### config.mk
export PLATFORM = sky130hd
export DESIGN_NAME = ps2_frame_receiver_flat
export DESIGN_NICKNAME = d
export VERILOG_FILES = /design/src/rtl/ps2_frame_receiver_if.sv /design/src/rtl/ps2_frame_receiver.sv /design/src/flat_wrapper.sv
export SDC_FILE = /design/constraint.sdc
export NUM_CORES = 1
export LEC_CHECK = 0
export CORE_MARGIN = 3
export CORE_UTILIZATION = 24
export CTS_BUF_LIST = sky130_fd_sc_hd__clkbuf_4
export CTS_CLUSTER_DIAMETER = 200
export DETAILED_ROUTE_END_ITERATION = 7
export GPL_TIMING_DRIVEN = 1
export PLACE_DENSITY = 0.39
export SYNTH_ARGS = -nofsm -noshare
export SYNTH_HDL_FRONTEND = slang
export SYNTH_SLANG_ARGS = --single-unit
### constraint.sdc
create_clock -name clk_100m -period 2.1 [get_ports clk_100m]
set_input_delay 0.525 -clock clk_100m [delete_from_list [all_inputs] [get_ports clk_100m]]
set_output_delay 0.525 -clock clk_100m [all_outputs]
set_load 0.03 [all_outputs]
### src/rtl/ps2_frame_receiver_if.sv
// ps2_frame_receiver_if
//   Groups the PS/2 pin inputs and the scan-code result signals of
//   ps2_frame_receiver into one bundle.
//   Modports:
//     slave  - the receiver: samples ps2_clock/ps2_data, drives the results
//     master - the pin driver / result consumer (keyboard side plus decoder)
//   Signals:
//     ps2_clock, ps2_data  raw PS/2 pins, asynchronous to the system clock
//     scan_code[7:0]       last accepted non-prefix scan code
//     scan_valid           one-cycle pulse, scan_code and flags valid
//     is_break             F0 prefix preceded scan_code
//     is_extended          E0 prefix preceded scan_code
//     frame_error          one-cycle pulse on start/parity/stop/timeout error
//     rx_busy              receiver is inside a frame
interface ps2_frame_receiver_if;
  logic       ps2_clock;
  logic       ps2_data;
  logic [7:0] scan_code;
  logic       scan_valid;
  logic       is_break;
  logic       is_extended;
  logic       frame_error;
  logic       rx_busy;

  modport slave (
    input  ps2_clock, ps2_data,
    output scan_code, scan_valid, is_break, is_extended, frame_error, rx_busy
  );

  modport master (
    output ps2_clock, ps2_data,
    input  scan_code, scan_valid, is_break, is_extended, frame_error, rx_busy
  );
endinterface

### src/rtl/ps2_frame_receiver.sv
// ps2_frame_receiver
//   Receives device-to-host PS/2 keyboard frames (start, 8 data bits LSB
//   first, odd parity, stop), folds the E0/F0 prefixes into flags on the
//   following code and reports corrupt or stalled frames as frame_error.
//   Ports:
//     clk_100m  in  system clock
//     reset_n   in  asynchronous reset, active low
//     bus       ps2_frame_receiver_if.slave (pins in, scan-code results out)
//   Parameters:
//     SYNC_STAGES     flops per input synchroniser (>= 2)
//     FILTER_LEN      consecutive equal samples to accept a ps2_clock level
//     TIMEOUT_CYCLES  idle cycles mid-frame before the frame is aborted
module ps2_frame_receiver #(
  parameter int SYNC_STAGES    = 2,
  parameter int FILTER_LEN     = 8,
  parameter int TIMEOUT_CYCLES = 200000
) (
  input  logic                 clk_100m,
  input  logic                 reset_n,
  ps2_frame_receiver_if.slave  bus
);

  localparam int FCW = $clog2(FILTER_LEN + 1);
  localparam int TCW = $clog2(TIMEOUT_CYCLES);

  typedef enum logic [1:0] {
    ST_IDLE,
    ST_DATA,
    ST_PARITY,
    ST_STOP
  } state_t;

  // Input conditioning
  logic [SYNC_STAGES-1:0] r_clk_sync;
  logic [SYNC_STAGES-1:0] r_data_sync;
  logic [FCW-1:0]         r_filt_cnt;
  logic                   r_filt;
  logic                   r_filt_d;
  logic                   w_clk_synced;
  logic                   w_data_synced;
  logic                   w_fall;

  // Frame FSM and datapath
  state_t         r_state, w_state_nxt;
  logic [7:0]     r_shift, w_shift_nxt;
  logic [2:0]     r_bit_cnt, w_bit_cnt_nxt;
  logic           r_parity, w_parity_nxt;
  logic           r_ext_flag, w_ext_flag_nxt;
  logic           r_brk_flag, w_brk_flag_nxt;
  logic [TCW-1:0] r_to_cnt;
  logic           w_timeout;

  // Registered outputs
  logic [7:0] r_scan_code, w_scan_code_nxt;
  logic       r_is_break, w_is_break_nxt;
  logic       r_is_extended, w_is_extended_nxt;
  logic       r_scan_valid, w_scan_valid_nxt;
  logic       r_frame_error, w_frame_error_nxt;

  assign w_clk_synced  = r_clk_sync[SYNC_STAGES-1];
  assign w_data_synced = r_data_sync[SYNC_STAGES-1];

  // A fall is seen one cycle after the filtered level drops, so the FSM
  // consumes the bit SYNC_STAGES + FILTER_LEN + 1 cycles after the pin edge.
  assign w_fall    = r_filt_d & ~r_filt;
  assign w_timeout = (r_to_cnt == TCW'(TIMEOUT_CYCLES - 1));

  // Synchronisers idle high like the PS/2 lines, so release from reset
  // never looks like a clock fall.
  // NOTE: every flop here uses <= so all registers update from the values
  // of the previous cycle, independent of statement order.
  always_ff @(posedge clk_100m or negedge reset_n) begin
    if (!reset_n) begin
      r_clk_sync  <= '1;
      r_data_sync <= '1;
      r_filt_cnt  <= '0;
      r_filt      <= 1'b1;
      r_filt_d    <= 1'b1;
    end else begin
      r_clk_sync  <= {r_clk_sync[SYNC_STAGES-2:0], bus.ps2_clock};
      r_data_sync <= {r_data_sync[SYNC_STAGES-2:0], bus.ps2_data};
      r_filt_d    <= r_filt;
      if (w_clk_synced == r_filt) begin
        r_filt_cnt <= '0;
      end else if (r_filt_cnt == FCW'(FILTER_LEN - 1)) begin
        r_filt     <= w_clk_synced;
        r_filt_cnt <= '0;
      end else begin
        r_filt_cnt <= r_filt_cnt + FCW'(1);
      end
    end
  end

  // Next-state and output logic
  // NOTE: every signal gets its hold/default value first so no path through
  // the case statement can leave one unassigned and infer a latch.
  always_comb begin
    w_state_nxt       = r_state;
    w_shift_nxt       = r_shift;
    w_bit_cnt_nxt     = r_bit_cnt;
    w_parity_nxt      = r_parity;
    w_ext_flag_nxt    = r_ext_flag;
    w_brk_flag_nxt    = r_brk_flag;
    w_scan_code_nxt   = r_scan_code;
    w_is_break_nxt    = r_is_break;
    w_is_extended_nxt = r_is_extended;
    w_scan_valid_nxt  = 1'b0;
    w_frame_error_nxt = 1'b0;

    if (w_fall) begin
      // A fall always wins over a timeout expiring in the same cycle.
      unique case (r_state)
        ST_IDLE: begin
          if (!w_data_synced) begin
            w_state_nxt   = ST_DATA;
            w_bit_cnt_nxt = '0;
          end else begin
            w_frame_error_nxt = 1'b1;
          end
        end
        ST_DATA: begin
          w_shift_nxt   = {w_data_synced, r_shift[7:1]};
          w_bit_cnt_nxt = r_bit_cnt + 3'd1;
          if (r_bit_cnt == 3'd7) w_state_nxt = ST_PARITY;
        end
        ST_PARITY: begin
          w_parity_nxt = w_data_synced;
          w_state_nxt  = ST_STOP;
        end
        ST_STOP: begin
          w_state_nxt = ST_IDLE;
          if (w_data_synced && (^{r_shift, r_parity})) begin
            if (r_shift == 8'hE0) begin
              w_ext_flag_nxt = 1'b1;
            end else if (r_shift == 8'hF0) begin
              w_brk_flag_nxt = 1'b1;
            end else begin
              w_scan_code_nxt   = r_shift;
              w_is_extended_nxt = r_ext_flag;
              w_is_break_nxt    = r_brk_flag;
              w_scan_valid_nxt  = 1'b1;
              w_ext_flag_nxt    = 1'b0;
              w_brk_flag_nxt    = 1'b0;
            end
          end else begin
            w_frame_error_nxt = 1'b1;
            w_ext_flag_nxt    = 1'b0;
            w_brk_flag_nxt    = 1'b0;
          end
        end
        default: w_state_nxt = ST_IDLE;
      endcase
    end else if (r_state != ST_IDLE && w_timeout) begin
      w_state_nxt       = ST_IDLE;
      w_frame_error_nxt = 1'b1;
      w_ext_flag_nxt    = 1'b0;
      w_brk_flag_nxt    = 1'b0;
    end
  end

  always_ff @(posedge clk_100m or negedge reset_n) begin
    if (!reset_n) begin
      r_state       <= ST_IDLE;
      r_shift       <= '0;
      r_bit_cnt     <= '0;
      r_parity      <= 1'b0;
      r_ext_flag    <= 1'b0;
      r_brk_flag    <= 1'b0;
      r_to_cnt      <= '0;
      r_scan_code   <= '0;
      r_is_break    <= 1'b0;
      r_is_extended <= 1'b0;
      r_scan_valid  <= 1'b0;
      r_frame_error <= 1'b0;
    end else begin
      r_state       <= w_state_nxt;
      r_shift       <= w_shift_nxt;
      r_bit_cnt     <= w_bit_cnt_nxt;
      r_parity      <= w_parity_nxt;
      r_ext_flag    <= w_ext_flag_nxt;
      r_brk_flag    <= w_brk_flag_nxt;
      r_scan_code   <= w_scan_code_nxt;
      r_is_break    <= w_is_break_nxt;
      r_is_extended <= w_is_extended_nxt;
      r_scan_valid  <= w_scan_valid_nxt;
      r_frame_error <= w_frame_error_nxt;
      // Cycles since the last consumed bit; only meaningful inside a frame.
      if (r_state == ST_IDLE || w_fall || w_timeout) begin
        r_to_cnt <= '0;
      end else begin
        r_to_cnt <= r_to_cnt + TCW'(1);
      end
    end
  end

  assign bus.scan_code   = r_scan_code;
  assign bus.scan_valid  = r_scan_valid;
  assign bus.is_break    = r_is_break;
  assign bus.is_extended = r_is_extended;
  assign bus.frame_error = r_frame_error;
  assign bus.rx_busy     = (r_state != ST_IDLE);

endmodule
### src/flat_wrapper.sv
// flat-port wrapper written by rule: the top's interface ports become plain ports
module ps2_frame_receiver_flat 
#(
  parameter int SYNC_STAGES    = 2,
  parameter int FILTER_LEN     = 8,
  parameter int TIMEOUT_CYCLES = 200000
)
  (clk_100m, reset_n, bus_ps2_clock, bus_ps2_data, bus_scan_code, bus_scan_valid, bus_is_break, bus_is_extended, bus_frame_error, bus_rx_busy);
  ps2_frame_receiver_if bus_i ();
  input  logic clk_100m;
  input  logic reset_n;
  input wire logic [$bits(bus_i.ps2_clock)-1:0] bus_ps2_clock;
  input wire logic [$bits(bus_i.ps2_data)-1:0] bus_ps2_data;
  output wire logic [$bits(bus_i.scan_code)-1:0] bus_scan_code;
  output wire logic [$bits(bus_i.scan_valid)-1:0] bus_scan_valid;
  output wire logic [$bits(bus_i.is_break)-1:0] bus_is_break;
  output wire logic [$bits(bus_i.is_extended)-1:0] bus_is_extended;
  output wire logic [$bits(bus_i.frame_error)-1:0] bus_frame_error;
  output wire logic [$bits(bus_i.rx_busy)-1:0] bus_rx_busy;
  assign bus_i.ps2_clock = bus_ps2_clock;
  assign bus_i.ps2_data = bus_ps2_data;
  assign bus_scan_code = bus_i.scan_code;
  assign bus_scan_valid = bus_i.scan_valid;
  assign bus_is_break = bus_i.is_break;
  assign bus_is_extended = bus_i.is_extended;
  assign bus_frame_error = bus_i.frame_error;
  assign bus_rx_busy = bus_i.rx_busy;
  ps2_frame_receiver #(.SYNC_STAGES(SYNC_STAGES), .FILTER_LEN(FILTER_LEN), .TIMEOUT_CYCLES(TIMEOUT_CYCLES)) u_core (.clk_100m(clk_100m), .reset_n(reset_n), .bus(bus_i));
endmodule
* Word-level counts from Yosys, hierarchy flattened *
Index checks and enable logic that the tools add are counted.

storage, ports and cells
  input port bits = 4
  word-level logic and storage cells = 88
  register bits = 56

operators by class
  muxes and demuxes = 31
  bitwise gates (word level) = 5
  reductions and logical operators = 17
  add/subtract/negate cells = 3
  equality and inequality tests = 15

operators with widths
  cell                                            count
  2-to-1 mux 1 bit                                20
  adder 18 x 1 -> 18 bit (second input constant)  1
  == test 18 bit (second input constant)          1
  2-to-1 mux 18 bit                               1
  == test 8 bit (second input constant)           2
  AND reduction 3 bit                             4
  != test 3 bit (second input constant)           3
  XOR reduction 9 bit                             1
  2-to-1 mux 2 bit                                4
  2-to-1 mux 4 bit                                2
  one-hot mux 2 bit (4 select lines)              1
  one-hot mux 3 bit (2 select lines)              1
  AND reduction 2 bit                             3
  nonzero test 2 bit                              3
  AND reduction 5 bit                             1
  adder 4 x 1 -> 4 bit (second input constant)    1
  == test 2 bit (second input constant)           2
  == test 4 x 3 -> 1 bit (second input constant)  1
  != test 2 bit (second input constant)           2
  != test 4 bit (second input constant)           1
  NOT 1 bit                                       4
  adder 3 x 1 -> 3 bit (second input constant)    1
  == test 3 bit (second input constant)           1
  2-to-1 mux 3 bit                                1
  7 further kinds                                 9

* Depth between registers and ports, before layout *
  word-level depth = 6
  gate-level depth with buffers = 7
  mapped depth without buffers = 6

* Worst setup path after synthesis *
Ideal clock, no wire load.

  path type = register to register
  start = register u_core.r_shift[3]
  end = register u_core.r_is_break (netlist: u_core.bus.is_break)
  buffers on the path = 0
  setup slack = -72 ps
  library setup time = 125 ps
  cell stages (with the launch flop) = 6
  period minus slack after synthesis = 2172 ps
  data arrival time = 2047 ps
  data required time = 1975 ps
  path through = dfrtp_1 > xnor2_1 > xnor3_2 > and4b_4 > nor3_4 > mux2_2

between the ends
  word-level cells in the longest chain between the ends = 3
  elaborated cells between the ends (all ways) = 7

RTL lines
  element                                                                 RTL line                   text
  start: declaration                                                      ps2_frame_receiver.sv:45   logic [7:0] r_shift, w_shift_nxt;
  start signal: assignment                                                ps2_frame_receiver.sv:177  r_shift <= w_shift_nxt;
  == test 8 bit (tied with other cells)                                   ps2_frame_receiver.sv:133  if (r_shift == 8'hE0) begin
  NOT 1 bit (no source line) / logical AND 1 bit (equally long branches)  n/a
  AND reduction 5 bit (no source line) *                                  n/a
  end signal: assignment                                                  ps2_frame_receiver.sv:183  r_is_break <= w_is_break_nxt;
  end: declaration                                                        ps2_frame_receiver.sv:55   logic r_is_break, w_is_break_nxt;

Mark *: on every way between the ends. The rest lies on a longest branch, timed or not.
A chain may end at the register's enable or synchronous reset.

* Worst setup path in the final report *
  start = register u_core.r_shift[4]
  end = register u_core.r_is_extended (netlist: u_core.bus.is_extended)

between the ends
  word-level cells in the longest chain between the ends = 3
  elaborated cells between the ends (all ways) = 7

RTL lines
  element                                                                 RTL line                   text
  == test 8 bit (tied with other cells)                                   ps2_frame_receiver.sv:133
  NOT 1 bit (no source line) / logical AND 1 bit (equally long branches)  n/a
  AND reduction 5 bit (no source line) *                                  n/a
  end signal: assignment                                                  ps2_frame_receiver.sv:184  r_is_extended <= w_is_extended_nxt;
  end: declaration                                                        ps2_frame_receiver.sv:56   logic r_is_extended, w_is_extended_nxt;

Marks and branches as above.

==> flow_summary.ini <==
[grt]
grt_antenna_before_repair = 0
grt_pass1_wl_mm = 9.83
grt_overflow = 0
track_usage = 0.0949
grt_max_degree = 45
first_global_vias = 1956

[timing]
hold_violations = 0
max_freq_mhz = 477
tightestPinTransition_ns = 0.408
rsz0062_at_grt = true
skew_ns = 0.0105
slew_headroom = 0.726
timing.final.crit_share = 0.998
setup_viol = 0
fin_crit_ns = 2.10
slew_violations = 0

[route]
vias = 1864
routed_wl_mm = 5.56
drc = 0
ant_nets = 0
wire_per_inst_um = 13.0
vias_per_cell = 4.34
drt-initial-drc-count = 52
drt_pass1_iterations = 4

[die]
pin_count = 17
start_util = 0.249
die_h_um = 113
die_w_um = 113
rows = 38
die_area_mm2 = 0.0127
coreArea_mm2 = 0.0110

[yosys]
yosysTopAreaCell = dfrtp_1
ys_seq_elements = 56
syn_area_mm2 = 0.00273
synth_top_area_frac = 0.458
synth_edf_count = 0
syn-num-nets = 261
synth_area_per_cell_um2 = 11.0
synth_ff_type = dfrtp_1
yosysUniqueCellTypes = 45
synthCells = 248
yosys_warnings = 0
synthTopCellsByArea = dfrtp_1 46%, mux2_2 6.2%, dfstp_2 5.8%, xnor2_1 4.5%, ha_1 4.1%
yosysSeqAreaShare = 0.516
async_reset_ff_frac = 1.00

[layout]
num_antenna_cells = 0
drive_above_1_share = 0.221
mostFrequentLayoutCells = 50 x dfrtp_1, 23 x buf_4, 22 x nor2_1
final_common_cell = dfrtp_1
stdcell_count = 429
final_area_mm2 = 0.00335
final_nets = 301
area_growth_pct = 22.8

[run_status]
status = complete, no violations

[power_and_ir_drop]
p_switching_mw = 0.904
p_int_mw = 1.89
p_total_mw = 2.79
swShare = 0.324
power_density_mw_per_mm2 = 832
p_comb_frac = 0.322
irDropWorstVdd_mv = 0.239
sequentialPowerShare = 0.462
total_leakage_power_nw = 1.47
clkPwrFrac = 0.216

[min_path]
min_path_type = reg -> reg
hold_depth = 0
hold_path_startpoint = u_core.r_data_sync[0]
hold_end = u_core.r_data_sync[1]

[critical_path]
path_class = reg -> reg
r2r_setup_slack_ns = 0.005
arrival_ns = 2.38
reg2reg_depth = 6
cp_max_fo = 9
r2r-start = u_core.r_shift[4]
start_kind = flop
crit_required_ns = 2.39
worst_r2r_endpoint = u_core.bus.is_extended
crit_path_end_kind = flop

[place]
numPortBuffers = 16
dpl.cell_count = 417
place_area_mm2 = 0.00321
hpwl_mm = 4.00
gp_congestion = 0.721

[clock_tree]
clock_latency_ns = 0.38
cts.sinks = 56
clock_path_buffers = 2
clkTransAtPathRegs_ns = 0.16
cts_tree = built
cts-root-buf = clkbuf_4
cts.htree.levels = 2
numCtsBuffers = 5

[run]
max_cap_viol_count = 0
==> per-layer routing <==
metal | global-route usage | vias to the layer above | routed length, um
met5 | 0 | - | 0
met4 | 0.0264 | 0 | 56
met3 | 0.0216 | 5 | 160
met2 | 0.148 | 22 | 2570
met1 | 0.133 | 889 | 2780
li1 | - | 948 | -
==> power by group through the flow <==
stage               Sequential (mW)  Combinational, mW  Clock, mW
floorplan                      1.31              0.520          0
global placement               1.31              0.847          0
detailed placement             1.31              0.845          0
CTS                            1.29              0.856      0.653
global route                   1.31               1.02      0.693
finish                         1.29              0.900      0.603
==> area by class of cell <==
type / instances / area, um^2
clock buffers: 6 / 45.0
clock inverters: 2 / 35.0
fillers: 1150 / 7630
inverters: 13 / 48.8
multi-input cells: 171 / 1270
flip-flops and latches: 56 / 1410
well taps: 140 / 175
repair buffers: 41 / 370
==> worst max-delay path, stage by stage (launching register included) <==
cell	delay, ns
dfrtp_1	0.44
xnor2_2	0.18
xnor3_2	0.49
mux2i_1	0.17
nor3_4	0.24
buf_12	0.15
mux2_2	0.33
==> worst max path at each step <==
stage | startpoint | to | cells past startpoint
final | u_core.r_shift[4] | u_core.bus.is_extended | 6
after global routing | u_core.r_shift[2] | u_core.bus.is_extended | 6
after CTS | u_core.r_shift[6] | u_core.bus.is_extended | 6
after detailed placement | u_core.r_shift[3] | u_core.bus.is_extended | 6
after global placement | u_core.r_shift[3] | u_core.bus.is_extended | 6
after floorplan | u_core.r_shift[3] | u_core.bus.is_break | 5
==> flip-flops by register name, summed over array words and instances (netlist names), 2 cells and up <==
| name | flops |
|---|---|
| u_core.r_to_cnt | 18 |
| u_core.bus.scan_code | 8 |
| u_core.r_shift | 8 |
| u_core.r_filt_cnt | 4 |
| u_core.r_bit_cnt | 3 |
| u_core.r_clk_sync | 2 |
| u_core.r_data_sync | 2 |
| u_core.r_state | 2 |
==> what timing repair did <==
item	4_1_cts	5_1_grt
hold buffers	1	0
endpoints found under the hold margin	12	0
pin swaps	1	1
buffers inserted	1	2
endpoints found under the setup margin	8	8
resized for setup	1	4
==> metrics by stage <==
stage          setup slack (ns)  hold WS (ns)  TNS [ns]   util
2_1_floorplan           -0.0246         0.229    -0.147      -
3_3_place_gp             0.0122         0.347         0  0.293
3_5_place_dp            -0.0140         0.347   -0.0539  0.293
4_1_cts                 -0.0137         0.369   -0.0512  0.302
5_1_grt                 -0.0982         0.373    -0.565  0.305
6_report                0.00479         0.367         0  0.305
==> cells in the mapped netlist (all sizes together) (2+ instances only) <==
library cell	n
mux2	15
ha	9
nor2b	2
nand2	10
and2	4
or3	4
xnor2	14
clkbuf	7
o31ai	2
nand4	7
nor3	6
nand3	11
xor2	8
dfrtp	50
dfstp	6
o21a	2
nor2	22
a21oi	11
a21boi	3
and4b	2
and4	2
o21ai	15
inv	13
a32o	3
nand3b	2
o22ai	2
==> cells by family after synthesis <==
| logic type | after synthesis | share of synthesized area |
|---|---|---|
| AOI/OAI and AO/OA | 43 | 0.0976 |
| DFF | 56 | 0.516 |
| and+or+nand+nor | 79 | 0.159 |
| adders and majority gates | 9 | 0.0412 |
| xor gates and xnor gates | 24 | 0.0880 |
| buffers and inverters | 21 | 0.0330 |
| muxes | 16 | 0.0655 |
No activity file was read; power rests on OpenSTA's default activity.
